**src/rtl/spi_bus_arbiter.sv**
```systemverilog
// spi_bus_arbiter: shares one SPI pin set (clock, MOSI, three chip selects)
// between the OLED controller (0), the PSRAM master (1) and the flash master (2).
// Ownership is granted round-robin and held until the owner drops its request.
// Each release is followed by a deselect turnaround. An optional watchdog
// revokes an owner that holds the bus for too long.
//
// Handshake: a requester raises req and holds it until it sees gnt. It then
// keeps req high for the whole transaction and drops it to release the bus.
// gnt is registered and rises on the clock edge that samples the winning req.
// It falls on the edge that samples req low, or when the watchdog fires.
module spi_bus_arbiter #(
  parameter int          TURN_CYCLES = 4,
  parameter logic [15:0] MAX_HOLD    = 16'd0,
  parameter logic        CLK_IDLE    = 1'b0
) (
  input  logic       clk,
  input  logic       rst_n,
  input  logic       oled_req,
  input  logic       psram_req,
  input  logic       flash_req,
  output logic       oled_gnt,
  output logic       psram_gnt,
  output logic       flash_gnt,
  input  logic       oled_sclk,
  input  logic       psram_sclk,
  input  logic       flash_sclk,
  input  logic       oled_mosi,
  input  logic       psram_mosi,
  input  logic       flash_mosi,
  input  logic       oled_cs_n,
  input  logic       psram_cs_n_i,
  input  logic       flash_cs_n_i,
  output logic       spi_clk,
  output logic       spi_mosi,
  output logic       lcd_cs_n,
  output logic       psram_cs_n,
  output logic       flash_cs_n,
  output logic [1:0] owner,
  output logic       timeout,
  output logic [1:0] fsm_state
);

  typedef enum logic [1:0] {
    S_IDLE = 2'd0,
    S_OWN  = 2'd1,
    S_TURN = 2'd2
  } state_t;

  localparam logic [15:0] TURN_LD  = 16'(TURN_CYCLES);
  localparam logic        HAS_TURN = (TURN_CYCLES > 0);
  localparam logic [1:0]  NO_OWNER = 2'd3;

  state_t      state_q, state_d;
  logic [1:0]  owner_q, owner_d;
  logic [1:0]  last_owner_q;
  logic [2:0]  gnt_q, gnt_d;
  logic [2:0]  cs_q, cs_d;
  logic        spi_clk_q, spi_clk_d;
  logic        spi_mosi_q, spi_mosi_d;
  logic        timeout_q, timeout_d;
  logic [15:0] hold_cnt_q;
  logic [15:0] turn_cnt_q;
  logic [2:0]  blocked_q;

  logic [2:0]  req_v, sclk_v, mosi_v, csn_v;
  logic [2:0]  eligible, own_oh, win_oh;
  logic [2:0]  pick;
  logic        found;
  logic [1:0]  win;
  logic        in_own, owner_req, release_own, wd_fire, end_own;

  // Round-robin search starting one past the last owner; result is {found, index}
  function automatic logic [2:0] rr_pick(input logic [2:0] elig, input logic [1:0] last);
    logic [1:0] cand;
    rr_pick = 3'b000;
    cand = (last >= 2'd2) ? 2'd0 : last + 2'd1;
    for (int k = 0; k < 3; k++) begin
      if (!rr_pick[2] && elig[cand]) rr_pick = {1'b1, cand};
      cand = (cand == 2'd2) ? 2'd0 : cand + 2'd1;
    end
  endfunction

  assign req_v  = {flash_req, psram_req, oled_req};
  assign sclk_v = {flash_sclk, psram_sclk, oled_sclk};
  assign mosi_v = {flash_mosi, psram_mosi, oled_mosi};
  assign csn_v  = {flash_cs_n_i, psram_cs_n_i, oled_cs_n};

  // A revoked requester stays out of arbitration until its req is seen low
  assign eligible = req_v & ~blocked_q;
  assign pick     = rr_pick(eligible, last_owner_q);
  assign found    = pick[2];
  assign win      = pick[1:0];
  assign win_oh   = 3'b001 << win;

  // owner_q is 3 outside OWN, which shifts the one-hot to all zeros
  assign own_oh      = 3'b001 << owner_q;
  assign in_own      = (state_q == S_OWN);
  assign owner_req   = |(req_v & own_oh);
  assign release_own = in_own && !owner_req;
  assign wd_fire     = in_own && owner_req && (MAX_HOLD != 16'd0) &&
                       (hold_cnt_q + 16'd1 == MAX_HOLD);
  assign end_own     = release_own || wd_fire;

  // State register
  always_ff @(posedge clk) begin
    if (!rst_n) state_q <= S_IDLE;
    else        state_q <= state_d;
  end

  // Next-state logic
  always_comb begin
    state_d = state_q;
    case (state_q)
      S_IDLE: if (found) state_d = S_OWN;
      S_OWN:  if (end_own) state_d = HAS_TURN ? S_TURN : S_IDLE;
      S_TURN: if (turn_cnt_q <= 16'd1) state_d = S_IDLE;
      default: state_d = S_IDLE;
    endcase
  end

  // Output logic: next values of the registered grant, owner and pin outputs
  always_comb begin
    gnt_d      = 3'b000;
    owner_d    = NO_OWNER;
    cs_d       = 3'b111;
    spi_clk_d  = CLK_IDLE;
    spi_mosi_d = 1'b0;
    timeout_d  = 1'b0;
    case (state_q)
      S_IDLE: begin
        if (found) begin
          gnt_d   = win_oh;
          owner_d = win;
        end
      end
      S_OWN: begin
        if (!end_own) begin
          gnt_d      = own_oh;
          owner_d    = owner_q;
          spi_clk_d  = |(sclk_v & own_oh);
          spi_mosi_d = |(mosi_v & own_oh);
          cs_d       = ~own_oh | ({3{|(csn_v & own_oh)}} & own_oh);
        end
        timeout_d = wd_fire;
      end
      default: ;
    endcase
  end

  // Registered outputs
  always_ff @(posedge clk) begin
    if (!rst_n) begin
      gnt_q      <= 3'b000;
      owner_q    <= NO_OWNER;
      cs_q       <= 3'b111;
      spi_clk_q  <= CLK_IDLE;
      spi_mosi_q <= 1'b0;
      timeout_q  <= 1'b0;
    end else begin
      gnt_q      <= gnt_d;
      owner_q    <= owner_d;
      cs_q       <= cs_d;
      spi_clk_q  <= spi_clk_d;
      spi_mosi_q <= spi_mosi_d;
      timeout_q  <= timeout_d;
    end
  end

  // Round-robin pointer, hold and turnaround counters, watchdog block flags
  always_ff @(posedge clk) begin
    if (!rst_n) begin
      last_owner_q <= 2'd2;
      hold_cnt_q   <= 16'd0;
      turn_cnt_q   <= 16'd0;
      blocked_q    <= 3'b000;
    end else begin
      blocked_q <= (blocked_q & req_v) | (wd_fire ? own_oh : 3'b000);
      case (state_q)
        S_IDLE: if (found) hold_cnt_q <= 16'd0;
        S_OWN: begin
          if (end_own) begin
            last_owner_q <= owner_q;
            turn_cnt_q   <= TURN_LD;
          end else begin
            hold_cnt_q <= hold_cnt_q + 16'd1;
          end
        end
        S_TURN: turn_cnt_q <= turn_cnt_q - 16'd1;
        default: ;
      endcase
    end
  end

  assign oled_gnt   = gnt_q[0];
  assign psram_gnt  = gnt_q[1];
  assign flash_gnt  = gnt_q[2];
  assign lcd_cs_n   = cs_q[0];
  assign psram_cs_n = cs_q[1];
  assign flash_cs_n = cs_q[2];
  assign spi_clk    = spi_clk_q;
  assign spi_mosi   = spi_mosi_q;
  assign owner      = owner_q;
  assign timeout    = timeout_q;
  assign fsm_state  = state_q;

endmodule

```
**config.mk**
```make
export PLATFORM = sky130hd
export DESIGN_NAME = spi_bus_arbiter
export DESIGN_NICKNAME = d
export VERILOG_FILES = /design/src/rtl/spi_bus_arbiter.sv
export SDC_FILE = /design/constraint.sdc
export NUM_CORES = 1
export LEC_CHECK = 0
export BUFFER_PORTS_ARGS = -buffer_cell sky130_fd_sc_hd__buf_4
export CAP_MARGIN = 20
export CORE_ASPECT_RATIO = 1.75
export CORE_MARGIN = 4
export CORE_UTILIZATION = 59
export CTS_CLUSTER_DIAMETER = 150
export DETAILED_ROUTE_END_ITERATION = 12
export GPL_ROUTABILITY_DRIVEN = 0
export PLACE_DENSITY = 0.83
export SLEW_MARGIN = 20
export SYNTH_ARGS = -nofsm -noshare
export SYNTH_HDL_FRONTEND = slang
export SYNTH_SLANG_ARGS = --single-unit
```
**constraint.sdc**
```tcl
create_clock -name clk -period 3.65 [get_ports clk]
set_clock_uncertainty 0.15 [all_clocks]
set_input_delay 0.73 -clock clk [delete_from_list [all_inputs] [get_ports clk]]
set_output_delay 0.73 -clock clk [all_outputs]
set_load 0.05 [all_outputs]
```
==> flow_summary.html, run 1 <==
<table>
<tr><th>Metric</th><th>Value</th></tr>
<tr><th colspan="2">Outcome</th></tr>
<tr><td>Status</td><td>finished, final reports clean</td></tr>
<tr><th colspan="2">Final layout</th></tr>
<tr><td>Non-Filler Cell Area, Final</td><td>0.001829 mm^2</td></tr>
<tr><td>Top library cells by usage in the layout, fill and taps aside</td><td>33 x sky130_fd_sc_hd__dfxtp_1, 26 x sky130_fd_sc_hd__buf_4, 13 x sky130_fd_sc_hd__nand3_1, 13 x sky130_fd_sc_hd__a21oi_1, 12 x sky130_fd_sc_hd__nor2_1</td></tr>
<tr><td>Area of the multi-input gates</td><td>848.3 um^2</td></tr>
<tr><td>Layout cell share with drive strength beyond 1</td><td>22.73%</td></tr>
<tr><td>FF+latch area</td><td>between 600 and 700 um^2</td></tr>
<tr><td>Most common library cell in the layout ignoring fill and taps</td><td>sky130_fd_sc_hd__dfxtp_1</td></tr>
<tr><td>Post-Route Utilization</td><td>72.52%</td></tr>
<tr><td>Fillers</td><td>roughly 190</td></tr>
<tr><td>Total number of nets in the final design</td><td>approximately 220</td></tr>
<tr><td>Area Growth Syn to Fin</td><td>16.22%</td></tr>
<tr><td>Diode insertion count for antenna repair</td><td>0</td></tr>
<tr><th colspan="2">Synth</th></tr>
<tr><td>Netlist area before placement</td><td>0.001574 mm^2</td></tr>
<tr><td>Synth area leaders</td><td>sky130_fd_sc_hd__dfxtp_1 42%, sky130_fd_sc_hd__a21oi_1 4.1%, sky130_fd_sc_hd__nand3_1 4.1%</td></tr>
<tr><td>Post-synth EDFFs</td><td>0</td></tr>
<tr><td>Xor/xnor cell area share of the yosys netlist</td><td>0%</td></tr>
<tr><td>Synth cell types</td><td>49</td></tr>
<tr><td>Sequential-to-total area share from yosys stat</td><td>41.97%</td></tr>
<tr><td>Post-synth top flop</td><td>sky130_fd_sc_hd__dfxtp_1</td></tr>
<tr><td>Net count after synthesis</td><td>about 190</td></tr>
<tr><td>Cells after Synth</td><td>about 180</td></tr>
<tr><td>Arithmetic-cell share of the synthesized area counting full adders, half adders and majority gates</td><td>~1.6%</td></tr>
<tr><td>Share of the synthesized area in the top cell type</td><td>41.97%</td></tr>
<tr><td>Number of flip-flops and latches in the synthesized netlist</td><td>33</td></tr>
<tr><td>Number of warning messages in the yosys log</td><td>0</td></tr>
<tr><td>Share of synthesized cell area in and, or, nand and nor gates</td><td>28.38%</td></tr>
<tr><td>Cell taking the most area after synthesis</td><td>sky130_fd_sc_hd__dfxtp_1</td></tr>
<tr><td>Dominant combinational cell family by area after synthesis</td><td>simple AND/OR/NAND/NOR gates</td></tr>
<tr><td>Post-synthesis compound-gate area fraction</td><td>approximately 21%</td></tr>
<tr><td>Fraction of registers with async set or reset after synthesis</td><td>0%</td></tr>
<tr><td>Syn_area_per_cell</td><td>8.994 um^2</td></tr>
<tr><td>Post-synthesis mux area share</td><td>~3.2%</td></tr>
<tr><th colspan="2">GRT</th></tr>
<tr><td>Antenna violations before repair</td><td>0</td></tr>
<tr><td>Global router's overall resource usage</td><td>between 20 and 25%</td></tr>
<tr><td>Largest net degree at the start of global routing</td><td>18</td></tr>
<tr><td>Via count of the first global-routing pass</td><td>1,524</td></tr>
<tr><td>Global-route wire length before repair</td><td>6444 um</td></tr>
<tr><td>Residual overflow from global routing</td><td>0</td></tr>
<tr><th colspan="2">Routing</th></tr>
<tr><td>Routed Wire Length</td><td>approximately 3800 um</td></tr>
<tr><td>Total via count after detailed routing</td><td>1,468</td></tr>
<tr><td>Router iterations before antenna repair</td><td>4</td></tr>
<tr><td>Initial DRC count</td><td>between 50 and 60</td></tr>
<tr><td>Residual antenna-violating net count after detailed routing</td><td>0</td></tr>
<tr><td>Routed via count divided by cell count</td><td>around 6.6</td></tr>
<tr><td>Final routed wire length divided by cell count</td><td>roughly 17 um</td></tr>
<tr><td>Final routed DRC violation total</td><td>0</td></tr>
<tr><th colspan="2">Critical path</th></tr>
<tr><td>Stage delay of the slowest cell on the critical path</td><td>roughly 0.60 ns</td></tr>
<tr><td>Startpoint type of the worst setup path</td><td>flip-flop</td></tr>
<tr><td>Critical setup path kind</td><td>flip-flop to flip-flop</td></tr>
<tr><td>Critical path capture point type</td><td>flip-flop</td></tr>
<tr><td>WP data required</td><td>3.67 ns</td></tr>
<tr><td>Maximum fanout along the worst path</td><td>12</td></tr>
<tr><td>Ordered cell list for the critical path</td><td>mux2i_1, o21ai_0, nand3_1, a2bb2oi_1</td></tr>
<tr><td>Critical-path top delay cell</td><td>sky130_fd_sc_hd__dfxtp_1</td></tr>
<tr><td>Data arrival time of the worst path</td><td>2.13 ns</td></tr>
<tr><th colspan="2">Clock network</th></tr>
<tr><td>Post-CTS Repair Setup Buffers</td><td>0</td></tr>
<tr><td>Maximum level of the CTS H-tree</td><td>2</td></tr>
<tr><td>Count of hold buffers inserted by post-cts repair</td><td>0</td></tr>
<tr><td>Library cell used as clock root buffer</td><td>sky130_fd_sc_hd__clkbuf_8</td></tr>
<tr><td>Total clock buffers created by CTS</td><td>5</td></tr>
<tr><td>Clock insertion delay at the later pin of the skew report</td><td>a little under 0.3 ns</td></tr>
<tr><td>Clock tree from TritonCTS</td><td>done</td></tr>
<tr><td>Clock net sink count</td><td>33</td></tr>
<tr><td>CTS resizes</td><td>0</td></tr>
<tr><td>Worst-path clk slew</td><td>0.06 ns</td></tr>
<tr><td>Deepest clock path buffer count</td><td>2</td></tr>
<tr><th colspan="2">Timing</th></tr>
<tr><td>Worst slack on hold paths</td><td>between 0.3 and 0.4 ns</td></tr>
<tr><td>Max Clock Freq</td><td>0.4739 GHz</td></tr>
<tr><td>Final Hold Vio Count</td><td>0</td></tr>
<tr><td>Crit share post-route</td><td>57.81%</td></tr>
<tr><td>Max transition margin</td><td>61.01%</td></tr>
<tr><td>Fin Setup TNS</td><td>0 ns</td></tr>
<tr><td>Minimum period implied by the final worst setup slack</td><td>2.110 ns</td></tr>
<tr><td>Number of max-slew violations in the final report</td><td>0</td></tr>
<tr><td>Final setup fails</td><td>0</td></tr>
<tr><td>Setup repair after global routing missed its margin</td><td>false</td></tr>
<tr><td>Worst Tran Pin Value</td><td>~0.58 ns</td></tr>
<tr><th colspan="2">Floorplanning</th></tr>
<tr><td>Core outline area</td><td>0.002522 mm^2</td></tr>
<tr><td>Total die area</td><td>0.003591 mm^2</td></tr>
<tr><td>Effective utilization at floorplan</td><td>~62%</td></tr>
<tr><td>IO Pins</td><td>27</td></tr>
<tr><td>Die Span Y</td><td>76.33 um</td></tr>
<tr><td>Horizontal die dimension</td><td>47.05 um</td></tr>
<tr><td>Standard-cell row count</td><td>24</td></tr>
<tr><th colspan="2">Power and ir drop</th></tr>
<tr><td>Total leakage power</td><td>~0.75 nW</td></tr>
<tr><td>Areal power density over the cells</td><td>593.5 mW/mm^2</td></tr>
<tr><td>Maximum ir drop on the vdd rail</td><td>477.8 uV</td></tr>
<tr><th colspan="2">Place</th></tr>
<tr><td>Number of port buffers</td><td>25</td></tr>
<tr><td>Area post-placement</td><td>0.001755 mm^2</td></tr>
<tr><td>Post-DP HPWL</td><td>around 2900 um</td></tr>
<tr><th colspan="2">Worst hold path</th></tr>
<tr><td>Hold crit path type</td><td>flip-flop to flip-flop</td></tr>
<tr><th colspan="2">Flow run</th></tr>
<tr><td>Maxcap violations</td><td>0</td></tr>
</table>
[metal layers]
layer	routed length [um]	vias to the layer above	track usage, %
li1	-	697	-
met2	2089	56	40.60
met4	184	0	17.17
met1	1378	695	24.33
met3	183	20	5.910
met5	0	-	0
[synth_stat cells (3+ instances only)]
library cell,number
sky130_fd_sc_hd__or4_1,3
sky130_fd_sc_hd__dfxtp_1,33
sky130_fd_sc_hd__nand2b_1,6
sky130_fd_sc_hd__o21ai_0,5
sky130_fd_sc_hd__nand2_1,7
sky130_fd_sc_hd__or2_2,3
sky130_fd_sc_hd__a211oi_1,3
sky130_fd_sc_hd__nand3_1,13
sky130_fd_sc_hd__clkbuf_1,3
sky130_fd_sc_hd__buf_2,4
sky130_fd_sc_hd__nor2_1,12
sky130_fd_sc_hd__nor2b_1,5
sky130_fd_sc_hd__mux2i_1,5
sky130_fd_sc_hd__o2111ai_1,3
sky130_fd_sc_hd__o311ai_0,4
sky130_fd_sc_hd__o211ai_1,3
sky130_fd_sc_hd__a21oi_1,13
sky130_fd_sc_hd__and3_1,5
sky130_fd_sc_hd__nand4_1,3
sky130_fd_sc_hd__inv_1,5
[metrics by stage]
| step | cells | power (W) | worst slack (ns) |
|---|---|---|---|
| detailed placement | 218 | 0.0008391 | 1.535 |
| global route | 224 | 0.001151 | 1.403 |
| finish | 224 | 0.001086 | 1.540 |
| CTS | 224 | 0.001088 | 1.603 |
| floorplan | 175 | 0.0007462 | 1.530 |
| global placement | 218 | 0.0008249 | 1.536 |
[logic make-up after synthesis]
| group | after synthesis |
|---|---|
| adders and majority gates | 2 |
| and+or+nand+nor | 74 |
| muxes | 5 |
| AOI/OAI and AO/OA | 46 |
| other | 1 |
| DFF | 33 |
| buffers and inverters | 14 |
[state kept, by name (all words and copies together) (netlist names)]
register and cells:
blocked_q 3, owner 2, gnt_q 3, fsm_state 2, spi_mosi 1, spi_clk 1, cs_q 3, turn_cnt_q 16
last_owner_q 2
[critical path, delay by kind of cell (launching register included)]
kind,cells,cell delay [ns]
AOI/OAI and AO/OA,2,0.71
DFF,1,0.60
muxes,1,0.18
and+or+nand+nor,1,0.34
[path summary, 6_finish.rpt]
path | start | endpoint | slack, ns | cells past startpoint
worst max-delay path | owner[0] | owner[0] | 1.54 | 4
worst min-delay path | turn_cnt_q[14] | turn_cnt_q[14] | 0.33 | 1
worst max register to register | owner[0] | owner[0] | 1.54 | 4
worst min register to register | turn_cnt_q[14] | turn_cnt_q[14] | 0.33 | 1
[where the power goes]
group / total, W / internal [W] / switching [W]
Sequential: 0.000480 / 0.000409 / 0.0000711
Clock: 0.000249 / 0.000125 / 0.000124
Combinational: 0.000357 / 0.000148 / 0.000209
Total: 0.00109 / 0.000682 / 0.000404
[final cells by class]
type | instances | area share, %
tap | 26 | 1.778
timing repair buffer | 26 | 10.67
inverter | 5 | 1.026
multi-input combinational | 128 | 46.37
clock inverter | 1 | 0.2736
clock buffer | 5 | 3.762
sequential | 33 | 36.12
Note: power is estimated with default switching activity, not from simulation.
==> run 2: changes to the inputs <==
--- a/config.mk
+++ b/config.mk
@@ -9,11 +9,11 @@
 export CAP_MARGIN = 20
 export CORE_ASPECT_RATIO = 1.75
 export CORE_MARGIN = 4
-export CORE_UTILIZATION = 59
+export CORE_UTILIZATION = 49
 export CTS_CLUSTER_DIAMETER = 150
 export DETAILED_ROUTE_END_ITERATION = 12
 export GPL_ROUTABILITY_DRIVEN = 0
-export PLACE_DENSITY = 0.83
+export PLACE_DENSITY = 0.74
 export SLEW_MARGIN = 20
 export SYNTH_ARGS = -nofsm -noshare
 export SYNTH_HDL_FRONTEND = slang
==> constraint.sdc (replaced) <==
create_clock -name clk -period 1.7 [get_ports clk]
set_clock_uncertainty 0.15 [all_clocks]
set_input_delay 0.34 -clock clk [delete_from_list [all_inputs] [get_ports clk]]
set_output_delay 0.34 -clock clk [all_outputs]
set_load 0.05 [all_outputs]
==> flow_summary.html, run 2 (synthesis gave the netlist of run 1 again) <==
<table>
<tr><th>Metric</th><th>Value</th></tr>
<tr><th colspan="2">Final layout</th></tr>
<tr><td>Layout cell share with drive strength beyond 1</td><td>43.64% (+21 points)</td></tr>
<tr><td>Post-Route Utilization</td><td>72.10% (-0.42 points)</td></tr>
<tr><td>Number of flip-flops in the largest register</td><td>16 (unchanged)</td></tr>
<tr><td>Area Growth Syn to Fin</td><td>42.37%</td></tr>
<tr><td>Non-Filler Cell Area, Final</td><td>0.002241 mm^2 (+23%)</td></tr>
<tr><td>Most common library cell in the layout ignoring fill and taps</td><td>sky130_fd_sc_hd__buf_4</td></tr>
<tr><td>Total number of nets in the final design</td><td>251 (+17%)</td></tr>
<tr><td>Top library cells by usage in the layout, fill and taps aside</td><td>61 x sky130_fd_sc_hd__buf_4, 24 x sky130_fd_sc_hd__dfxtp_1, 12 x sky130_fd_sc_hd__nor2_1</td></tr>
<tr><td>Fillers</td><td>238 (+23%)</td></tr>
<tr><td>Diode insertion count for antenna repair</td><td>0 (unchanged)</td></tr>
<tr><td>Top reg by flops</td><td>turn_cnt_q</td></tr>
<tr><th colspan="2">Routing</th></tr>
<tr><td>Final routed DRC violation total</td><td>0 (unchanged)</td></tr>
<tr><td>Residual antenna-violating net count after detailed routing</td><td>0 (unchanged)</td></tr>
<tr><td>Router iterations before antenna repair</td><td>4 (unchanged)</td></tr>
<tr><td>Total via count after detailed routing</td><td>1,631 (+11%)</td></tr>
<tr><td>Final routed wire length divided by cell count</td><td>16.47 um (-3.8%)</td></tr>
<tr><td>Routed via count divided by cell count</td><td>5.846 (-11%)</td></tr>
<tr><td>Routed Wire Length</td><td>4595 um (+20%)</td></tr>
<tr><td>Initial DRC count</td><td>43 (-22%)</td></tr>
<tr><th colspan="2">Floorplanning</th></tr>
<tr><td>Horizontal die dimension</td><td>50.85 um (+8.1%)</td></tr>
<tr><td>Standard-cell row count</td><td>27 (+13%)</td></tr>
<tr><td>Effective utilization at floorplan</td><td>50.64% (-12 points)</td></tr>
<tr><td>IO Pins</td><td>27 (unchanged)</td></tr>
<tr><td>Total die area</td><td>0.004219 mm^2 (+17%)</td></tr>
<tr><td>Core outline area</td><td>0.003108 mm^2 (+23%)</td></tr>
<tr><td>Die Span Y</td><td>82.98 um (+8.7%)</td></tr>
<tr><th colspan="2">Timing</th></tr>
<tr><td>Max Clock Freq</td><td>0.5790 GHz (+22%)</td></tr>
<tr><td>Number of max-slew violations in the final report</td><td>0 (unchanged)</td></tr>
<tr><td>Worst slack on hold paths</td><td>0.1041 ns (-0.2216 ns)</td></tr>
<tr><td>Setup repair after global routing missed its margin</td><td>true</td></tr>
<tr><td>Minimum period implied by the final worst setup slack</td><td>1.727 ns (-0.3830 ns)</td></tr>
<tr><td>Crit share post-route</td><td>101.6% (+44 points)</td></tr>
<tr><td>Final setup fails</td><td>2 (+2)</td></tr>
<tr><td>Final Hold Vio Count</td><td>0 (unchanged)</td></tr>
<tr><td>Final setup slack of the worst path</td><td>-0.02713 ns (-1.567 ns)</td></tr>
<tr><th colspan="2">Critical path</th></tr>
<tr><td>Cell count of the worst reg-to-reg path</td><td>6 (+2)</td></tr>
<tr><td>Critical path capture point type</td><td>flip-flop</td></tr>
<tr><td>Critical setup path kind</td><td>flip-flop to flip-flop</td></tr>
<tr><td>Setup slack of the most critical reg-to-reg path</td><td>-0.03 ns (-1.57 ns)</td></tr>
<tr><td>Data arrival time of the worst path</td><td>1.79 ns (-0.34 ns)</td></tr>
<tr><td>Worst r2r dst</td><td>turn_cnt_q[14]</td></tr>
<tr><td>End point of the critical path</td><td>turn_cnt_q[14]</td></tr>
<tr><td>Reg-to-reg critical path startpoint</td><td>turn_cnt_q[1]</td></tr>
<tr><td>Startpoint type of the worst setup path</td><td>flip-flop</td></tr>
<tr><td>WP data required</td><td>1.76 ns (-1.91 ns)</td></tr>
<tr><td>Maximum fanout along the worst path</td><td>4 (-8)</td></tr>
<tr><td>Launch point of the worst path</td><td>turn_cnt_q[1]</td></tr>
<tr><th colspan="2">Place</th></tr>
<tr><td>Post-DP HPWL</td><td>3364 um (+18%)</td></tr>
<tr><td>Number of port buffers</td><td>25 (unchanged)</td></tr>
<tr><td>Area post-placement</td><td>0.002019 mm^2 (+15%)</td></tr>
<tr><th colspan="2">Clock network</th></tr>
<tr><td>Clock insertion delay at the later pin of the skew report</td><td>0.29 ns (about the same)</td></tr>
<tr><td>Total clock buffers created by CTS</td><td>5 (unchanged)</td></tr>
<tr><td>Clock tree from TritonCTS</td><td>done</td></tr>
<tr><td>Deepest clock path buffer count</td><td>2 (unchanged)</td></tr>
<tr><td>Count of hold buffers inserted by post-cts repair</td><td>0 (unchanged)</td></tr>
<tr><td>Maximum level of the CTS H-tree</td><td>2 (unchanged)</td></tr>
<tr><td>Library cell used as clock root buffer</td><td>sky130_fd_sc_hd__clkbuf_8</td></tr>
<tr><td>Worst-path clk slew</td><td>0.07 ns (about the same)</td></tr>
<tr><td>Clock net sink count</td><td>33 (unchanged)</td></tr>
<tr><th colspan="2">Worst hold path</th></tr>
<tr><td>Hold crit path type</td><td>primary input to flip-flop</td></tr>
<tr><td>Min-Delay Path Depth</td><td>2 (+1)</td></tr>
<tr><td>Hold Startpoint</td><td>oled_cs_n</td></tr>
<tr><th colspan="2">Power and ir drop</th></tr>
<tr><td>Maximum ir drop on the vdd rail</td><td>784.2 uV (+64%)</td></tr>
<tr><td>Total leakage power</td><td>0.9492 nW (+27%)</td></tr>
<tr><td>Areal power density over the cells</td><td>1257 mW/mm^2 (+110%)</td></tr>
<tr><th colspan="2">GRT</th></tr>
<tr><td>Global router's overall resource usage</td><td>22.29% (-2.1 points)</td></tr>
<tr><td>Via count of the first global-routing pass</td><td>1,719 (+13%)</td></tr>
<tr><td>Largest net degree at the start of global routing</td><td>14 (-4)</td></tr>
<tr><td>Antenna violations before repair</td><td>0 (unchanged)</td></tr>
<tr><td>Global-route wire length before repair</td><td>7210 um (+12%)</td></tr>
<tr><td>Residual overflow from global routing</td><td>0 (unchanged)</td></tr>
<tr><th colspan="2">Outcome</th></tr>
<tr><td>Status</td><td>complete, but fails checks</td></tr>
<tr><td>Failing checks</td><td>setup timing</td></tr>
<tr><th colspan="2">Flow run</th></tr>
<tr><td>Maxcap violations</td><td>0 (unchanged)</td></tr>
</table>
==> run 2: metrics by stage <==
stage                     setup TNS, ns  std cells  total power, W  setup slack [ns]
after floorplan                -0.07321        175        0.001635          -0.03925
after global placement                0        265        0.002008          0.001259
after detailed placement        -0.1106        265        0.002050          -0.05575
after CTS                      -0.08639        277        0.002714          -0.06430
after global routing            -0.2224        279        0.002945           -0.1188
final                          -0.05379        279        0.002817          -0.02713
==> run 2: worst max-delay path, cell delays in order (launching register included) <==
cell and delay (ns):
sky130_fd_sc_hd__dfxtp_2 0.34, sky130_fd_sc_hd__inv_2 0.07, sky130_fd_sc_hd__ha_4 0.12, sky130_fd_sc_hd__and4bb_2 0.26
sky130_fd_sc_hd__nand4_1 0.14, sky130_fd_sc_hd__or4_1 0.43, sky130_fd_sc_hd__mux2i_1 0.14
==> run 2: report_power, final <==
| part | internal, W | switching (W) | leakage, nW |
|---|---|---|---|
| registers | 0.000891 | 0.000118 | 0.272 |
| clock network | 0.000329 | 0.000293 | 0.0445 |
| logic | 0.000574 | 0.000613 | 0.632 |
| total | 0.00179 | 0.00102 | 0.949 |
==> run 2: worst min-delay path by stage <==
stage                     endpoint
floorplan           turn_cnt_q[14]
global placement    turn_cnt_q[14]
detailed placement  turn_cnt_q[14]
CTS                        cs_q[0]
global route               cs_q[0]
finish                     cs_q[0]
==> run 2: layer usage <==
layer  vias up  track usage (%)  share of wire, %
li1        775                -                 -
met5         -                0                 0
met4         0            14.22               5.0
met3        25            4.847               3.8
met1       775            19.05                35
met2        56            43.10                56
==> run 2: cell type report <==
class                   instances  area (um^2)  share of cell area [%]
inverters                       5        18.77                  0.8375
repair buffers                 62        469.2                   20.94
clock inverters                 1        7.507                  0.3350
well taps                      43        53.80                   2.401
clock buffers                   7        86.33                   3.853
multi-input cells             128        923.4                   41.21
flip-flops and latches         33        681.9                   30.43
==> run 2: timing repair <==
item,in CTS,in global routing
pin swaps,4,7
gates resized for setup,4,21
setup buffers,4,2
setup endpoints to repair,3,11
